## src/rtl/spi_flash_pkg.sv

```systemverilog
// spi_flash_pkg: opcodes, FSM states and status-bit layout shared by the SPI flash controller and responder
package spi_flash_pkg;
  localparam logic [7:0] OP_READ = 8'h03;
  localparam logic [7:0] OP_WREN = 8'h06;
  localparam logic [7:0] OP_WRDI = 8'h04;
  localparam logic [7:0] OP_PP   = 8'h02;
  localparam logic [7:0] OP_SE   = 8'h20;
  localparam logic [7:0] OP_RDSR = 8'h05;
  localparam logic [7:0] OP_RES  = 8'hAB;
  localparam int ST_WIP = 0;
  localparam int ST_WEL = 1;
  typedef logic [2:0] state_t;
  localparam state_t S_IDLE = 3'd0;
  localparam state_t S_CMD  = 3'd1;
  localparam state_t S_ADDR = 3'd2;
  localparam state_t S_RD   = 3'd3;
  localparam state_t S_PROG = 3'd4;
  localparam state_t S_STAT = 3'd5;
  localparam state_t S_IGN  = 3'd6;
  function automatic logic [7:0] status_byte(input logic wel, input logic wip);
    status_byte = 8'h00;
    status_byte[ST_WEL] = wel;
    status_byte[ST_WIP] = wip;
  endfunction
endpackage

```

## src/rtl/spi_flash_emu_if.sv

```systemverilog
// spi_flash_emu_if: four-wire SPI bus between controller (master) and flash (slave)
interface spi_flash_emu_if;
  logic spi_clk;
  logic spi_cs;
  logic spi_di;
  logic spi_do;
  modport master(output spi_clk, output spi_cs, output spi_di, input spi_do);
  modport slave(input spi_clk, input spi_cs, input spi_di, output spi_do);
endinterface

```

## src/rtl/spi_edge_sync.sv

```systemverilog
// spi_edge_sync: 2-flop synchronizers for SPI pins with rise/fall pulses in the clk domain
module spi_edge_sync (
  input  logic clk,
  input  logic rst,
  input  logic spi_clk,
  input  logic spi_cs,
  input  logic spi_di,
  output logic di,
  output logic clk_rise,
  output logic clk_fall,
  output logic cs_rise,
  output logic cs_fall
);
  logic [2:0] qc, qs;
  logic [1:0] qd;
  // CS resets low so a select held low through reset never looks like a fresh fall
  always_ff @(posedge clk) begin
    if (rst) begin
      qc <= '0;
      qs <= '0;
      qd <= '0;
    end else begin
      qc <= {qc[1:0], spi_clk};
      qs <= {qs[1:0], spi_cs};
      qd <= {qd[0], spi_di};
    end
  end
  assign di       = qd[1];
  assign clk_rise = qc[1] & ~qc[2];
  assign clk_fall = ~qc[1] & qc[2];
  assign cs_rise  = qs[1] & ~qs[2];
  assign cs_fall  = ~qs[1] & qs[2];
endmodule

```

## src/rtl/spi_flash_emu.sv

```systemverilog
// spi_flash_emu: SPI NOR flash responder backed by a small flop window with a WIP busy timer
module spi_flash_emu
  import spi_flash_pkg::*;
#(
  parameter logic [23:0] BASE_ADDR    = 24'h1ffd80,
  parameter int          MEM_BYTES    = 16,
  parameter int          ERASE_CYCLES = 4096,
  parameter int          PROG_CYCLES  = 256
) (
  input  logic            clk,
  input  logic            rst,
  spi_flash_emu_if.slave  spi,
  output logic            busy,
  output logic            wel,
  output logic [7:0]      last_cmd
);
  localparam int AW = $clog2(MEM_BYTES);
  localparam int CMAX = ERASE_CYCLES > PROG_CYCLES ? ERASE_CYCLES : PROG_CYCLES;
  localparam int CW = $clog2(CMAX + 1);
  logic di, sr, sf, cr, cf;
  state_t state;
  logic [6:0] sh;
  logic [2:0] bcnt;
  logic [5:0] nbits;
  logic [23:0] addr, off;
  logic [7:0] opc, op, rdb, stat;
  logic got, inwin;
  logic [CW-1:0] cnt;
  logic [7:0] mem [0:MEM_BYTES-1];
  spi_edge_sync u_sync (
    .clk(clk), .rst(rst), .spi_clk(spi.spi_clk), .spi_cs(spi.spi_cs), .spi_di(spi.spi_di),
    .di(di), .clk_rise(sr), .clk_fall(sf), .cs_rise(cr), .cs_fall(cf)
  );
  assign busy = cnt != '0;
  always_comb begin
    op    = {sh, di};
    off   = addr - BASE_ADDR;
    inwin = off < 24'(MEM_BYTES);
    rdb   = inwin ? mem[off[AW-1:0]] : 8'hFF;
    stat  = status_byte(wel, busy);
  end
  always_ff @(posedge clk) begin
    if (rst) begin
      state    <= S_IDLE;
      sh       <= '0;
      bcnt     <= '0;
      nbits    <= '0;
      addr     <= '0;
      opc      <= '0;
      got      <= 1'b0;
      cnt      <= '0;
      wel      <= 1'b0;
      last_cmd <= '0;
      spi.spi_do <= 1'b1;
      for (int i = 0; i < MEM_BYTES; i++) mem[i] <= 8'hFF;
    end else begin
      if (busy) cnt <= cnt - CW'(1);
      if (cr) begin
        state <= S_IDLE;
        spi.spi_do <= 1'b1;
        if (nbits == 6'd8 && opc == OP_WREN) wel <= 1'b1;
        if (nbits == 6'd8 && opc == OP_WRDI) wel <= 1'b0;
        if (got) begin
          cnt <= CW'(PROG_CYCLES);
          wel <= 1'b0;
        end
        // erase commits only on exactly opcode + 24 address bits
        if (opc == OP_SE && nbits == 6'd32 && wel) begin
          cnt <= CW'(ERASE_CYCLES);
          wel <= 1'b0;
          if (addr[23:12] == BASE_ADDR[23:12])
            for (int i = 0; i < MEM_BYTES; i++) mem[i] <= 8'hFF;
        end
      end else if (cf) begin
        state <= S_CMD;
        bcnt  <= '0;
        nbits <= '0;
        opc   <= '0;
        got   <= 1'b0;
      end else if (state != S_IDLE && sr) begin
        sh   <= op[6:0];
        bcnt <= bcnt + 3'd1;
        if (nbits != '1) nbits <= nbits + 6'd1;
        if (state == S_CMD && bcnt == 3'd7) begin
          if (busy && op != OP_RDSR) state <= S_IGN;
          else begin
            last_cmd <= op;
            opc      <= op;
            state    <= op == OP_RES ? S_IGN :
                        op == OP_RDSR ? S_STAT :
                        (op == OP_READ || op == OP_PP || op == OP_SE) ? S_ADDR : S_IGN;
          end
        end
        if (state == S_ADDR) begin
          addr <= {addr[22:0], di};
          if (nbits == 6'd31)
            state <= opc == OP_READ ? S_RD : (opc == OP_PP && wel) ? S_PROG : S_IGN;
        end
        if (state == S_RD && bcnt == 3'd7) addr <= addr + 24'd1;
        if (state == S_PROG && bcnt == 3'd7) begin
          if (inwin) mem[off[AW-1:0]] <= mem[off[AW-1:0]] & op;
          addr[7:0] <= addr[7:0] + 8'd1;
          got <= 1'b1;
        end
      end else if (state != S_IDLE && sf) begin
        spi.spi_do <= state == S_RD ? rdb[~bcnt] : state == S_STAT ? stat[~bcnt] : 1'b1;
      end
    end
  end
endmodule

```

## src/flat_wrapper.sv

```systemverilog
// flat-port wrapper written by rule: the top's interface ports become plain ports
module spi_flash_emu_flat import spi_flash_pkg::*;
#(
  parameter logic [23:0] BASE_ADDR    = 24'h1ffd80,
  parameter int          MEM_BYTES    = 16,
  parameter int          ERASE_CYCLES = 4096,
  parameter int          PROG_CYCLES  = 256
)
  (clk, rst, busy, wel, last_cmd, spi_spi_clk, spi_spi_cs, spi_spi_di, spi_spi_do);
  spi_flash_emu_if spi_i ();
  input  logic clk;
  input  logic rst;
  output logic busy;
  output logic wel;
  output logic [7:0] last_cmd;
  input wire logic [$bits(spi_i.spi_clk)-1:0] spi_spi_clk;
  input wire logic [$bits(spi_i.spi_cs)-1:0] spi_spi_cs;
  input wire logic [$bits(spi_i.spi_di)-1:0] spi_spi_di;
  output wire logic [$bits(spi_i.spi_do)-1:0] spi_spi_do;
  assign spi_i.spi_clk = spi_spi_clk;
  assign spi_i.spi_cs = spi_spi_cs;
  assign spi_i.spi_di = spi_spi_di;
  assign spi_spi_do = spi_i.spi_do;
  spi_flash_emu #(.BASE_ADDR(BASE_ADDR), .MEM_BYTES(MEM_BYTES), .ERASE_CYCLES(ERASE_CYCLES), .PROG_CYCLES(PROG_CYCLES)) u_core (.clk(clk), .rst(rst), .spi(spi_i), .busy(busy), .wel(wel), .last_cmd(last_cmd));
endmodule
```

## config.mk

```make
export PLATFORM = sky130hd
export DESIGN_NAME = spi_flash_emu_flat
export DESIGN_NICKNAME = d
export VERILOG_FILES = /design/src/rtl/spi_flash_pkg.sv /design/src/rtl/spi_flash_emu_if.sv /design/src/rtl/spi_edge_sync.sv /design/src/rtl/spi_flash_emu.sv /design/src/flat_wrapper.sv
export SDC_FILE = /design/constraint.sdc
export NUM_CORES = 1
export LEC_CHECK = 0
export ABC_AREA = 1
export CAP_MARGIN = 30
export CORE_MARGIN = 2
export CORE_UTILIZATION = 50
export CTS_CLUSTER_DIAMETER = 30
export DETAILED_ROUTE_END_ITERATION = 7
export GPL_ROUTABILITY_DRIVEN = 0
export GPL_TIMING_DRIVEN = 0
export PLACE_DENSITY_LB_ADDON = 0.05
export SYNTH_ARGS = -nofsm -noshare
export SYNTH_HDL_FRONTEND = slang
export SYNTH_HIERARCHICAL = 1
export SYNTH_SLANG_ARGS = --single-unit
```

## constraint.sdc

```tcl
create_clock -name clk -period 3.68 [get_ports clk]
set_clock_uncertainty 0.2 [all_clocks]
set_input_delay 0.552 -clock clk [delete_from_list [all_inputs] [get_ports clk]]
set_output_delay 0.552 -clock clk [all_outputs]
set_load 0.02 [all_outputs]
```

# After elaboration in Yosys (flattened, before gate mapping)
# Memories as Yosys holds them, arrays and structs flattened.
# Index checks and enable logic that the tools add are counted.
# totals
out_inout_bits	11
ff_bits	83
wordCells	187
n_memories	1
in_bits	5
ram_bits	128
# memory_table
name	depth	word_bits	rd	rd_clocked_by_memory_dff	wr	line	source
u_core.mem	16	8	1	0	16	spi_flash_emu.sv:29	logic [7:0] mem [0:MEM_BYTES-1];
# classes
n_mux	74
add_sub_neg	6
magnitude_cmp	2
eq_ne	23
bitwise	30
n_reduce_logical	35
# op_table
op	n
8-bit two-way mux	23
13-bit two-way mux	4
24-bit two-way mux	2
8-bit by 2-bit == test with 1-bit output (second input constant)	4
3-bit two-way mux	10
1-bit two-way mux	28
24-bit by 1-bit adder with 24-bit output (second input constant)	1
8-bit by 3-bit == test with 1-bit output (second input constant)	3
24-bit by 5-bit < comparator with 1-bit output (second input constant)	1
24-bit by 21-bit subtractor with 24-bit output (second input constant)	1
6-bit two-way mux	3
8-bit by 6-bit == test with 1-bit output (second input constant)	2
1-bit OR	16
13-bit nonzero test	1
13-bit by 1-bit subtractor with 13-bit output (second input constant)	1
12-bit by 9-bit == test with 1-bit output (second input constant)	1
3-bit AND reduction	4
4-bit AND reduction	3
1-bit logical AND	11
2-bit nonzero test	5
3-bit == test (second input constant)	3
8-bit by 1-bit adder with 8-bit output (second input constant)	1
8-bit bitwise AND	1
8-bit == test (second input constant)	1
other kinds (25)	40

# Depth between registers and ports, before layout
# depth
word_depth	12
depth_mapped	16
depth_no_buf	16

# By module
# Netlist, hierarchy kept.
# by_module_without_submodules
module	area_each_um2	seq_area_each_um2	instances	cells_per_inst
spi_flash_emu	10657.7	5345.1	1	1383
spi_edge_sync	254.0	160.2	1	31

# Least setup slack after synthesis
# OpenSTA, ideal clock, no wires.
# synth_path
kind	reg-to-reg
startpoint	register u_core.addr[7]
endpoint	memory u_core.mem[15][0], enable pin
stages_incl_launch_ff	14
synth_period_minus_slack_ns	2.842
required_ns	3.096
setup_ns	0.384
path_slack_ns	0.838
n_path_buf	0
t_arrival_ns	2.258
path_cell_list	dfxtp_1 -> ha_1 -> inv_1 -> nand2_1 -> nand2_1 -> nor2_1 -> nand2_1 -> nand2_1 -> nand2_1 -> nor2_1 -> nand2_1 -> nor2_2 -> nand4_4 -> o21ai_0
# synth_lines
element	line	source
from (decl)	spi_flash_emu.sv:25	logic [23:0] addr, off;
from (signal assigned)	spi_flash_emu.sv:95	addr <= {addr[22:0], di};
from (signal assigned)	spi_flash_emu.sv:99	if (state == S_RD && bcnt == 3'd7) addr <= addr + 24'd1;
from (signal assigned)	spi_flash_emu.sv:102	addr[7:0] <= addr[7:0] + 8'd1;
to (decl)	spi_flash_emu.sv:29	

==> results.tsv <==
stage	metric	value	unit
route	viasPerCell	5.61	
floorplan	core	21600	µm²
logic_synthesis	synth.largest_area_cell	edfxtp_1	
sta	setup_ws	142	ps
cts	root_buffer	clkbuf_16	
setup_path	slowest_delay	730	ps
logic_synthesis	synthFlopType	edfxtp_1	
logic_synthesis	synth_edf_count	128	
logic_synthesis	synth_cell_types	39	
logic_synthesis	synthArstFlopShare	0	%
setup_path	required	3720	ps
cts	clockBufferDepth	3	
route	drt-initial-drc-count	953	
route	vias	10100	
sta	min_period	3540	ps
grt	grt_max_degree	13	
setup_path	reg2regPathDepth	12	
cts	insertion_delay	530	ps
setup_path	critPathTopFamily	buffers and inverters	
route	routedWlPerCell	18.4	µm
floorplan	rows	54	
route	ant_nets	0	
hold_path	hp-class	reg2reg	
grt	grt_usage	29.2	%
power_and_ir_drop	power_density	553	nW/µm²
setup_path	end_kind	register	
floorplan	pin_count	16	
grt	grt_overflow_total	0	
route	drc	0	
setup_path	cpMaxStageDelayCell	clkbuf_1	
floorplan	die_area	23000	µm²
route	totalWireLength	33000	µm
cells_and_area	layout.nets	1494	
logic_synthesis	yosysSeqAreaShare	50.5	%
sta	tightest_slew	912	ps
power_and_ir_drop	p_leak	4.76	nW
setup_path	crit_type	reg2reg	
cts	cts_buffers	47	
logic_synthesis	postSynthAreaPerCell	7.72	µm²
sta	setup_viol_count_final	0	
hold_path	min_path_cells	2	
logic_synthesis	synth_nets	1429	
floorplan	die_h	152	µm
cts	path_clk_slew	50	ps
sta	clock.fmax	283	MHz
logic_synthesis	synthTopCellsByArea	edfxtp_1 (35%), dfxtp_1 (15%), nand2_1 (13%), nand3_1 (8.6%), nor2_1 (4.8%)	
cts	cts_tree	done	
sta	maxSlewHeadroom	39.2	%
sta	drv_slew	0	
cells_and_area	post-route-util	60.4	%
cts	ctsHoldBuffers	0	
setup_path	start_kind	register	
sta	rsz0062_at_grt	false	
sta	timing.final.crit_share	96.1	%
cts	h-tree-depth	2	
placed_design	dp_hpwl	22400	µm
floorplan	die_x	152	µm
placed_design	post-place-ws	-98.9	ps
cells_and_area	antenna_cells	0	
setup_path	cp_max_fo	10	
sta	finalHoldViolCount	0	
grt	antenna_found_initial	0	
logic_synthesis	synthDominantCellAreaShare	35.2	%
setup_path	crit_top_cell	nand2_1	
cells_and_area	drive_gt1_share	7.78	%
setup_path	arrival	3570	ps
route	dr.pass1.iters	5	
floorplan	start_util	50.5	%
setup_path	cp_cell_sequence	buf_2, clkbuf_1, nand2_1, nand3_1, nand2_1, nand2_1, nand2_1, inv_1, nand2_1, nand2_1, clkbuf_1, nand3_1	
cts	post_cts_buffers	0	
setup_path	cp.buffers_inverters	4	
logic_synthesis	synth-seq-cells	211	
logic_synthesis	synthCells	1414	
grt	first_global_vias	9250	
cts	cts_num_sinks	211	
setup_path	cp.depth	12	
logic_synthesis	syn-cell-area	10900	µm²
placed_design	io_buffer_count	15	
cells_and_area	area_delta_synth_final	19.6	%
run	drv_cap	0	
outcome	status	finished clean	
power_and_ir_drop	ir_worst_vdd	0.502	mV
logic_synthesis	yosysWarnings	6	
grt	grt_pass1_wl	50800	µm
timing repair:
| action | 4_1_cts | 5_1_grt |
|---|---|---|
| resized for setup | 3 | 14 |
| setup endpoints to repair | 30 | 56 |
| cloned | 0 | 0 |
cells in the mapped netlist, drive strengths merged (4+ instances only):
cell type	instances
a211oi	9
nand4	14
a31oi	6
o21ai	97
nand3	187
buf	20
nor2	148
nor3	18
dfxtp	83
ha	10
inv	136
xor2	6
a21oi	74
nand2	388
clkinv	6
edfxtp	128
nor4	4
o211ai	4
clkbuf	55
cell type report:
| type | instances | area [µm²] |
|---|---|---|
| Timing Repair Buffer | 16 | 155 |
| Buffer | 75 | 335 |
| Multi-Input combinational cell | 986 | 4560 |
| Inverter | 142 | 533 |
| Sequential cell | 211 | 5510 |
| Fill cell | 1970 | 8570 |
| Tap cell | 280 | 350 |
| Clock inverter | 31 | 373 |
| Clock buffer | 56 | 1240 |
report_power, final:
| part | leakage, nW | switching [W] | internal, W |
|---|---|---|---|
| Clock | 0.779 | 0.00127 | 0.00294 |
| Sequential | 1.57 | 0.0000430 | 0.00257 |
| Combinational | 2.41 | 0.000259 | 0.000137 |
logic make-up (layout without fill, tap and decap cells):
family	Yosys count	after routing	share of synthesized area, %
buffers and inverters	217	320	7.87
and+or+nand+nor	767	767	29.9
DFF	211	211	50.5
xor gates and xnor gates	9	9	0.722
adders and majority gates	10	10	1.15
AOI/OAI and AO/OA	200	200	9.87
flip-flops by register name, summed over array words and instances, names as in the netlist, 6 cells and up:
signal	flops
u_core/opc	8
u_core/nbits	6
u_core/addr	24
u_core/sh	7
u_core/last_cmd	8
u_core/mem	128
u_core/cnt	13
cells in the final DEF, fill, tap and decap left out, types with 3 or more instances in the layout:
cell	n
xor2_1	6
buf_1	3
nor2_4	4
nand3_1	187
nor3_1	18
o21ai_1	6
a31oi_1	6
a211oi_1	9
o211ai_1	4
clkdlybuf4s50_1	15
clkinv_1	16
clkinv_2	6
dfxtp_1	83
buf_2	12
nand2_1	387
a21oi_1	74
clkinvlp_4	3
nor2_1	139
clkbuf_1	54
inv_2	5
nand4_1	13
nand3b_1	3
buf_4	4
clkbuf_2	8
o21ai_0	89
xnor2_1	3
inv_1	131
clkbuf_16	48
bufinv_16	8
edfxtp_1	128
or2_2	3
nor4_1	4
nor2_2	5
ha_1	10
stage by stage:
step	power [W]	TNS [ps]	std cells	hold slack, ps	cell area [µm²]
final	0.00721	0	1797	199	13000
after detailed placement	0.00304	-1190	1710	192	11400
after global placement	0.00304	-1110	1709	190	11400
after CTS	0.00726	0	1797	198	13000
after global routing	0.00746	0	1797	235	13000
after floorplan	0.00294	0	1414	188	10900
worst paths after layout:
check	endpoint	startpoint	slack, ps
max reg2reg	u_core/mem[9][4]$_SDFFCE_PN1P_	u_core/addr[0]$_SDFFE_PP0P_	140
min reg2reg	u_core/u_sync/qc[1]$_SDFF_PP0_	u_core/u_sync/qc[0]$_SDFF_PP0_	200
max	u_core/mem[9][4]$_SDFFCE_PN1P_	u_core/addr[0]$_SDFFE_PP0P_	140
min	u_core/u_sync/qc[1]$_SDFF_PP0_	u_core/u_sync/qc[0]$_SDFF_PP0_	200
routing by layer:
| layer | up-vias | part of all wire, % | track usage, % |
|---|---|---|---|
| li1 | 4853 | - | - |
| met1 | 4673 | 43 | 41.7 |
| met2 | 482 | 45 | 44.5 |
| met3 | 78 | 10 | 6.05 |
| met4 | 0 | 2.7 | 9.72 |
| met5 | - | 0 | 0 |
worst register-to-register path: stages (launching register included):
cell	delay, ps
dfxtp_1	430
buf_2	280
clkbuf_1	560
nand2_1	120
nand3_1	110
nand2_1	80
nand2_1	80
nand2_1	70
inv_1	60
nand2_1	110
nand2_1	280
clkbuf_1	730
nand3_1	170
Power figures use the tool's default switching activity.
